==> config.mk <==
export PLATFORM = sky130hd
export DESIGN_NAME = gat_stage_scheduler
export DESIGN_NICKNAME = d
export VERILOG_FILES = /design/src/rtl/gat_stage_scheduler.sv
export SDC_FILE = /design/constraint.sdc
export NUM_CORES = 1
export LEC_CHECK = 0
export BUFFER_PORTS_ARGS = -buffer_cell sky130_fd_sc_hd__buf_2
export CORE_ASPECT_RATIO = 1.4
export CORE_UTILIZATION = 35
export CTS_CLUSTER_DIAMETER = 120
export CTS_CLUSTER_SIZE = 20
export DETAILED_ROUTE_END_ITERATION = 12
export GPL_ROUTABILITY_DRIVEN = 0
export PLACE_DENSITY = 0.64
export SYNTH_ARGS = -nofsm -noshare
export SYNTH_HDL_FRONTEND = slang
export SYNTH_SLANG_ARGS = --single-unit
==> constraint.sdc <==
create_clock -name clk -period 5.2 [get_ports clk]
set_input_delay 0 -clock clk [delete_from_list [all_inputs] [get_ports clk]]
set_output_delay 0 -clock clk [all_outputs]
set_load 0.03 [all_outputs]
==> src/rtl/gat_stage_scheduler.sv <==
// Top-level GAT sequencer: launches SPMM, DMVM, SM and AGGR in order for each
// layer, with a per-stage watchdog and a run-cycle counter.
module gat_stage_scheduler #(
  parameter int unsigned NUM_LAYERS = 2,
  parameter int unsigned LAYER_W    = 4,
  parameter int unsigned CNT_W      = 32,
  parameter int unsigned WDT_CYCLES = 1000000
) (
  input  logic               clk,
  input  logic               rst_n,
  input  logic               start_i,
  input  logic               abort_i,
  input  logic               spmm_rdy_i,
  input  logic               dmvm_rdy_i,
  input  logic               sm_rdy_i,
  input  logic               aggr_rdy_i,
  input  logic               spmm_vld_i,
  input  logic               dmvm_vld_i,
  input  logic               sm_vld_i,
  input  logic               aggr_vld_i,
  output logic               spmm_start_o,
  output logic               dmvm_start_o,
  output logic               sm_start_o,
  output logic               aggr_start_o,
  output logic               busy_o,
  output logic               done_o,
  output logic               err_o,
  output logic [1:0]         err_stage_o,
  output logic [LAYER_W-1:0] layer_o,
  output logic [3:0]         state_o,
  output logic [CNT_W-1:0]   total_cycles_o
);

  localparam int unsigned WDT_W = (WDT_CYCLES > 1) ? $clog2(WDT_CYCLES) : 1;
  localparam logic [LAYER_W-1:0] LAST_LAYER = LAYER_W'(NUM_LAYERS - 1);
  localparam logic [WDT_W-1:0]   WDT_LAST   = WDT_W'(WDT_CYCLES - 1);

  typedef enum logic [3:0] {
    IDLE   = 4'd0,
    SPMM_L = 4'd1,
    SPMM_W = 4'd2,
    DMVM_L = 4'd3,
    DMVM_W = 4'd4,
    SM_L   = 4'd5,
    SM_W   = 4'd6,
    AGGR_L = 4'd7,
    AGGR_W = 4'd8,
    DONE   = 4'd9,
    ERR    = 4'd10
  } state_e;

  state_e             state_q, state_d;
  logic [LAYER_W-1:0] layer_q, layer_d;
  logic [CNT_W-1:0]   cyc_q, cyc_d;
  logic [WDT_W-1:0]   wdt_q, wdt_d;
  logic               err_q, err_d;
  logic [1:0]         err_stage_q, err_stage_d;
  logic               busy_q, done_q;

  logic [3:0] rdy_v, vld_v, start_c;
  logic [1:0] stage_idx;
  logic       is_launch, is_wait;

  assign rdy_v = {aggr_rdy_i, sm_rdy_i, dmvm_rdy_i, spmm_rdy_i};
  assign vld_v = {aggr_vld_i, sm_vld_i, dmvm_vld_i, spmm_vld_i};

  // Launch states are odd codes 1..7, wait states the even codes 2..8
  assign is_launch = state_q inside {SPMM_L, DMVM_L, SM_L, AGGR_L};
  assign is_wait   = state_q inside {SPMM_W, DMVM_W, SM_W, AGGR_W};
  assign stage_idx = 2'((state_q - 4'd1) >> 1);

  // Next-state, counters and stage launch strobes
  always_comb begin
    state_d     = state_q;
    layer_d     = layer_q;
    cyc_d       = cyc_q;
    wdt_d       = wdt_q;
    err_d       = err_q;
    err_stage_d = err_stage_q;
    start_c     = '0;

    if ((is_launch || is_wait) && (cyc_q != '1)) begin
      cyc_d = cyc_q + CNT_W'(1);
    end

    case (state_q)
      IDLE: begin
        if (start_i) begin
          layer_d     = '0;
          cyc_d       = '0;
          err_stage_d = '0;
          state_d     = SPMM_L;
        end
      end
      DONE: state_d = IDLE;
      ERR:  state_d = ERR;
      default: begin
        if (is_launch) begin
          if (rdy_v[stage_idx]) begin
            start_c[stage_idx] = 1'b1;
            wdt_d              = '0;
            state_d            = state_e'(state_q + 4'd1);
          end
        end else if (is_wait) begin
          if (vld_v[stage_idx]) begin
            if (state_q == AGGR_W) begin
              if (layer_q == LAST_LAYER) begin
                state_d = DONE;
              end else begin
                layer_d = layer_q + LAYER_W'(1);
                state_d = SPMM_L;
              end
            end else begin
              state_d = state_e'(state_q + 4'd1);
            end
          end else if ((WDT_CYCLES != 0) && (wdt_q == WDT_LAST)) begin
            state_d     = ERR;
            err_d       = 1'b1;
            err_stage_d = stage_idx;
          end else begin
            wdt_d = wdt_q + WDT_W'(1);
          end
        end else begin
          state_d = IDLE;
        end
      end
    endcase

    // Abort wins over everything: no launch, progress and counters frozen
    if (abort_i) begin
      state_d     = IDLE;
      start_c     = '0;
      err_d       = 1'b0;
      layer_d     = layer_q;
      cyc_d       = cyc_q;
      wdt_d       = wdt_q;
      err_stage_d = err_stage_q;
    end
  end

  // State and registered status outputs
  always_ff @(posedge clk or negedge rst_n) begin
    if (!rst_n) begin
      state_q     <= IDLE;
      layer_q     <= '0;
      cyc_q       <= '0;
      wdt_q       <= '0;
      err_q       <= 1'b0;
      err_stage_q <= '0;
      busy_q      <= 1'b0;
      done_q      <= 1'b0;
    end else begin
      state_q     <= state_d;
      layer_q     <= layer_d;
      cyc_q       <= cyc_d;
      wdt_q       <= wdt_d;
      err_q       <= err_d;
      err_stage_q <= err_stage_d;
      busy_q      <= !(state_d inside {IDLE, ERR});
      done_q      <= (state_d == DONE);
    end
  end

  assign spmm_start_o   = start_c[0];
  assign dmvm_start_o   = start_c[1];
  assign sm_start_o     = start_c[2];
  assign aggr_start_o   = start_c[3];
  assign busy_o         = busy_q;
  assign done_o         = done_q;
  assign err_o          = err_q;
  assign err_stage_o    = err_stage_q;
  assign layer_o        = layer_q;
  assign state_o        = state_q;
  assign total_cycles_o = cyc_q;

endmodule

# Word level (Yosys, flattened, before mapping)
# Cells that the tools add are included.
# word_totals
regBits	65
output_inout_bits	49
# op_classes
addsub	5
magnitude_cmp	2
eq_ne	25
mux	47
bitwise_logic	3
n_reduce_logical	22
# ops
cell	n
$mux 20	5
$mux 32	3
$mux 4	19
$add 32x1->32 const B	1
$ne 32x32->1 const B	1
$add 20x1->20 const B	1
$eq 20x20->1 const B	1
$eq 4x4->1 const B	5
$eq 4x3->1 const B	4
$reduce_bool 2->1	8
$pmux 4 s3	1
$mux 2	5
$ne 2x1->1 const B	5
$ne 2x2->1 const B	5
$mux 1	9
$add 4x1->4 const B	2
$eq 4x1->1 const B	2
$eq 4x2->1 const B	2
$logic_not 4->1	2
$pmux 4 s2	1
$reduce_and 8->1	1
$reduce_bool 4->1	2
$reduce_and 7->1	1
$reduce_and 6->1	1
other kinds (13)	17

# Logic depth before layout (Yosys ltp)
# Gate-level depths: netlist (run 1).
# logic_depth
ltp_word	11
mapped_depth	11
ltp_nobuf	8

# Worst setup path before layout (run 1)
# No wires, ideal clock.
# synth_path
path_kind	register to register
from	reg state_q[0], in the netlist state_o[0]
to	reg busy_q, in the netlist busy_o
setup_time_ps	148
t_arrival_ps	2756
setup_slack_ps	2296
path_stages_with_launch	9
n_path_buf	0
synth_period_minus_slack_ps	2904
path_cell_list	dfrtp_1 > inv_1 > ha_1 > inv_2 > mux4_2 > or4_1 > o311a_2 > a211oi_1 > o2111ai_1
# synth_via
elab_chain_cells	11
# synth_lines
element	line	rtl
start, declared	52	state_e state_q, state_d;
start signal, assigned	153	state_q <= state_d;
$sub 3x1->3	70	assign stage_idx = 2'((state_q - 4'd1) >> 1);
$bmux 1 s2	105	if (vld_v[stage_idx]) begin
$mux 1 (not written as such)	105	
$mux 4	105	
$mux 4	104	end else if (is_wait) begin
$mux 4	98	if (is_launch) begin
$pmux 4 s3 (*)	86	case (state_q)
$mux 4 (*)	130	if (abort_i) begin
$eq 4x4->1 or $logic_not 4->1 (tied branches)	159	busy_q <= !(state_d inside {IDLE, ERR});
$reduce_bool 2->1 (*)	159	
$logic_not 1->1 (*)	159	
end signal, assigned	159	
end, declared	58	logic busy_q, done_q;
# Every way passes the cells marked *; elsewhere a longest branch is shown, timed or not. The select of a mux whose other input is x is not followed.
# A chain may end at the register's enable or synchronous reset.

# Final worst setup path (run 1)
# layout_path
from	reg state_q[0], in the netlist state_o[0]
to	out sm_start_o
# layout_via
elab_chain_cells	9
# layout_lines
element	line	rtl
$sub 3x1->3	70	
$lt 2x3->1 (not written as such) or $ge 2x1->1 (tied branches)	100	start_c[stage_idx] = 1'b1;
$logic_and 1x1->1 (not written as such)	100	
$mux 1 (not written as such)	100	
$demux 1 s2	100	
$mux 4	99	if (rdy_v[stage_idx]) begin
$mux 4	98	
$mux 4 (*)	86	
$mux 4 (*)	130	
end, declared	23	output logic sm_start_o,
# Marked as above.

==> results.ini, run 1 <==
[run_status]
status=finished clean

[detailed_routing]
wl_per_cell_microns=15.87
vias=3657
initialDrtViolationCount=152
wirelength_microns=10410
ant_nets=0
firstDrtPassIters=4
avgViaCountPerCell=5.575
drc_errors=0

[critical_path]
cp_max_fo=19
reg2reg_from=state_o[0]
start_kind=register
r2r_end=wdt_q[10]
worstSetupStartpoint=state_o[0]
cp.arrival_ns=3.77
crit_path_end=sm_start_o
cp-end-kind=output pin
cpMaxStageDelayCell=nor3_2
rrSetupSlack_ns=1.98
cp.required_ns=5.20
path_cells=inv_1, ha_1, xor2_4, mux4_2, nand2_2, nor3_2, and3_2, buf_2
worst-setup-path-type=register to output pin
r2r_cells=7
cpPeakStageDelay_ns=1.00

[pwr]
power.switching_uw=704.7
p_comb_frac=0.332
p_int_uw=1131
power_frac_clock=0.336
cellLeakagePower_uw=0.002108
p_sw_frac=0.3839
peakVddDrop_mv=0.1607
powerDensity_nw_per_um2=384.1
p_seq_frac=0.333

[yosys]
synth-edff-count=0
syn_area_per_cell_sq_um=8.952
ys_types=57
ys_async_sr_fraction=1.000
syn_nets=472
ys_warn_count=0
syn_inst=452
synth_area_sq_um=4046
ys_ff_latch=65
ys_seq_area_frac=0.4020
synth-main-ff-cell=dfrtp_1

[place]
dp_cells=639
dp_hpwl_microns=7317
dpl_cell_area_sq_um=4462
port_buffers=60

[sta]
finalHoldViolCount=0
slew_headroom=0.2273
period_needed_ns=3.770
clock_skew_ns=0.01047
finalCritPeriodShare=0.7250
finalSetupViolations=0
tns_ns=0
grt_setup_unrepaired=no
max_freq_mhz=265.2
whs_ns=0.1332
maxSlewViolCount=0
tightest_slew_ns=1.153

[global_route]
met1_usage=0.2231
grt_first_pass_wirelength_microns=17360
use_met2=0.3110
grt_max_degree=66
antenna_found_initial=0
grt_pass1_vias=3532
track_usage=0.1812
globalRoute.busiestLayer=met2
use_met3=0.04049
grt_overflow_total=0

[cells_and_area]
drive_gt1_frac=0.1953
regArea_sq_um=1627
diodes=0
stdcell_count=656
multiInputGateArea_sq_um=2280
final_util=0.4236
fin_area_sq_um=4778
area_delta_synth_final_pct=18.09
nNetsFinal=527
fillerInstances=1160

[run]
max-cap-violations=0

[die]
die_w_microns=92.88
core.rowCount=46
core_sq_um=11280
start_util=0.3587
boundaryPins=61
die_h_microns=129.2
die_area_sq_um=12000

[clock_tree]
cts.clk_slew.worst_paths_ns=0.06
clock-sinks=65
clk_latency_ns=0.33
post_cts_resized=0
cts_root_buf=clkbuf_16
cts_setup_buffers=0
cts_tree=done
clk_path_buf_depth=2
htreeDepth=3
cts_buffers=9

[min_path]
hold_class=input port to register

power by group through the flow:
| stage | clock network (uW) | logic (uW) | registers, uW |
|---|---|---|---|
| floorplan | 0 | 397 | 666 |
| detailed placement | 0 | 606 | 618 |
| finish | 616 | 609 | 611 |
| global placement | 0 | 596 | 616 |
| global route | 649 | 666 | 620 |
| CTS | 627 | 611 | 610 |
cells by family (layout without fill, tap and decap cells):
group,after synthesis,count (layout),share of synthesized area
AND/OR/NAND/NOR,200,200,0.2588
AO/OA/AOI/OAI,97,97,0.1626
flip-flops,65,65,0.4020
XOR/XNOR,37,37,0.08473
buffers and inverters,34,94,0.03525
multiplexers,11,11,0.03185
adder cells (fa/ha/maj),8,8,0.02474
worst min path at each step:
stage	depth (start not counted)	to	start
6_report	2	err_o	abort_i
5_1_grt	2	err_o	abort_i
4_1_cts	2	err_o	abort_i
3_5_place_dp	2	err_stage_o[0]	rst_n
3_3_place_gp	2	err_stage_o[0]	rst_n
2_1_floorplan	0	busy_o	rst_n
sequential cells by signal (all words and copies together) (netlist names):
signal          count
state_o             4
total_cycles_o     32
busy_o              1
done_o              1
err_o               1
err_stage_o         2
layer_o             4
wdt_q              20
metrics by stage:
step	power [uW]	setup slack [ns]
after floorplan	1063	2.296
after global placement	1212	1.896
after detailed placement	1225	1.792
after CTS	1848	1.428
after global routing	1935	1.070
final	1836	1.430
final cells by class:
class	count	area share
Inverter	14	0.01100
Timing Repair Buffer	64	0.06965
Clock inverter	6	0.01414
Clock buffer	10	0.05001
Multi-Input combinational cell	353	0.4771
Tap cell	144	0.03771
Sequential cell	65	0.3404
synth_stat cells (13+ instances only):
master	n	area share
inv_1	13	0.012
nand3_1	22	0.027
nand2_1	34	0.032
xnor2_1	21	0.045
a211oi_1	14	0.026
dfrtp_1	65	0.40
or3_1	14	0.022
clkbuf_1	14	0.013
xor2_1	15	0.032
nor2_1	52	0.048
nand4_1	16	0.025
o21ai_0	28	0.035
a21oi_1	20	0.025
timing repair:
action / CTS / global route
endpoints found under the hold margin: 65 / 0
hold buffers: 1 / 0
setup endpoints to repair: 0 / 0
critical path: cells and delay by family (launching register included):
family / cells / cell delay, ns
adders and majority gates: 1 / 0.41
buffers and inverters: 2 / 0.35
muxes: 1 / 0.32
and+or+nand+nor: 3 / 1.59
xor gates and xnor gates: 1 / 0.28
DFF: 1 / 0.49
per-layer routing:
metal / vias up / wire, microns
met5: - / 0
met4: 0 / 212
met3: 18 / 443
met2: 94 / 5208
met1: 1784 / 4548
li1: 1761 / -
cells in the final DEF (no fill, tap or decap), drive strengths merged, types with 4 or more instances in the layout:
cell    netlist  layout
a211oi       15      15
a21oi        20      20
and3         10      10
and4          6       6
buf           5      63
clkbuf       15      10
dfrtp        65      65
ha            8       8
inv          14      14
mux2          5       5
mux2i         5       5
nand2        35      35
nand3        22      22
nand3b        4       4
nand4        16      16
nor2         52      52
nor3         13      13
nor3b         5       5
nor4          5       5
o211ai        7       7
o21ai        30      30
or3          14      14
or4           6       6
xnor2        21      21
xor2         16      16
Power figures use the tool's default switching activity.
==> run 2, diff against run 1 <==
--- a/config.mk
+++ b/config.mk
@@ -12,7 +12,7 @@
 export CTS_CLUSTER_SIZE = 20
 export DETAILED_ROUTE_END_ITERATION = 12
 export GPL_ROUTABILITY_DRIVEN = 0
-export PLACE_DENSITY = 0.64
+export PLACE_DENSITY = 0.66
 export SYNTH_ARGS = -nofsm -noshare
 export SYNTH_HDL_FRONTEND = slang
 export SYNTH_SLANG_ARGS = --single-unit
==> constraint.sdc (replaced) <==
create_clock -name clk -period 3.15 [get_ports clk]
set_input_delay 0 -clock clk [delete_from_list [all_inputs] [get_ports clk]]
set_output_delay 0 -clock clk [all_outputs]
set_load 0.03 [all_outputs]
==> results.ini, run 2 (synthesis results as in run 1) <==
[sta]
finalHoldViolCount=0
clock_skew_ns=0.007435
finalSetupViolations=0
slew_headroom=0.3485
max_freq_mhz=342.9
maxSlewViolCount=0
finalCritPeriodShare=0.9258
tightest_slew_ns=0.9647
tns_ns=0
period_needed_ns=2.916
grt_setup_unrepaired=no

[global_route]
grt_first_pass_wirelength_microns=17780
grt_max_degree=40
antenna_found_initial=0
use_met3=0.04225
track_usage=0.1877
grt_pass1_vias=3622
globalRoute.busiestLayer=met2
met1_usage=0.2216
use_met2=0.3231
grt_overflow_total=0

[critical_path]
r2r_end=busy_o
reg2reg_from=state_o[1]
cp-end-kind=register
cp.arrival_ns=3.09
cp.required_ns=3.32
worst-setup-path-type=register to register
cp_max_fo=8
r2r_cells=9
start_kind=register
rrSetupSlack_ns=0.23
crit_path_end=busy_o
worstSetupStartpoint=state_o[1]

[cells_and_area]
multiInputGateArea_sq_um=2287
largest_reg_flops=32
area_delta_synth_final_pct=19.98
drive_gt1_frac=0.2107
diodes=0
fillerInstances=1143
nNetsFinal=539
final_cell_mix=65 x dfrtp_1, 60 x buf_2, 51 x nor2_1
final_util=0.4303
regArea_sq_um=1627
final_common_cell=dfrtp_1

[die]
start_util=0.3587
die_w_microns=92.88
core_sq_um=11280
boundaryPins=61
die_h_microns=129.2
die_area_sq_um=12000
core.rowCount=46

[clock_tree]
cts_root_buf=clkbuf_16
cts_tree=done
clock-sinks=65
clk_latency_ns=0.33
cts.clk_slew.worst_paths_ns=0.05
clk_path_buf_depth=2
cts_buffers=9
htreeDepth=3

[detailed_routing]
ant_nets=0
wirelength_microns=10710
initialDrtViolationCount=130
vias=3726
firstDrtPassIters=4
avgViaCountPerCell=5.595
drc_errors=0
wl_per_cell_microns=16.08

[run_status]
status=finished clean

[place]
dp_hpwl_microns=7659
port_buffers=60

[pwr]
powerDensity_nw_per_um2=635.1
peakVddDrop_mv=0.3403
cellLeakagePower_uw=0.002165

[run]
max-cap-violations=0

[min_path]
hold_class=input port to register

==> run 2: cell types whose count changed in the layout (fill, tap and decap cells not counted), sizes merged <==
cell / change
clkinv: -2
clkinvlp: -1
clkbuf: +1
buf: +12
==> run 2: through the flow <==
| step | hold WS (ns) | total power (uW) | area, sq um | setup WS [ns] | cells |
|---|---|---|---|---|---|
| 3_5_place_dp | 0.1979 | 2083 | 4537 | 0.2522 | 649 |
| 5_1_grt | 0.1699 | 3253 | 4855 | 0.04931 | 666 |
| 4_1_cts | 0.1047 | 3078 | 4835 | 0.06694 | 664 |
| 2_1_floorplan | -0.2956 | 1755 | 4046 | 0.2460 | 452 |
| 3_3_place_gp | 0.1806 | 2059 | 4537 | 0.3637 | 649 |
| 6_report | 0.1308 | 3083 | 4855 | 0.2338 | 666 |
==> run 2: layer usage <==
metal,up-vias,share of wire
li1,1787,-
met4,0,0.021
met1,1801,0.42
met2,116,0.51
met3,22,0.052
met5,-,0
==> run 2: how the worst min path moves through the flow <==
stage,startpoint,cells after the start,to
floorplan,rst_n,0,busy_o
global placement,rst_n,1,state_o[0]
global route,abort_i,2,err_o
CTS,abort_i,2,err_o
finish,abort_i,2,err_o
detailed placement,rst_n,1,state_o[0]
==> run 2: cell type report <==
class	count	area share
sequential	65	0.3351
multi-input combinational	353	0.4711
clock buffer	11	0.05000
clock inverter	3	0.008763
tap	144	0.03711
timing repair buffer	76	0.08711
inverter	14	0.01082
==> run 2: power breakdown <==
| part | internal (uW) | switching, uW |
|---|---|---|
| Clock | 623 | 341 |
| Sequential | 907 | 96.9 |
| Combinational | 393 | 722 |
| Total | 1920 | 1160 |
==> run 2: what timing repair did <==
action	in CTS	in global routing
hold endpoints to repair	38	0
setup buffers	0	2
gates cloned	0	0
hold buffers	1	0
resized for setup	1	1
setup endpoints to repair	2	2
==> run 2: critical path, cell delays in order (launching register included) <==
cell and delay [ns]:
dfrtp_1 0.47, inv_1 0.12, ha_2 0.34, inv_2 0.11, mux4_2 0.56, buf_4 0.18, or4_1 0.46, o311a_2 0.14
a211oi_1 0.24, o2111ai_1 0.15
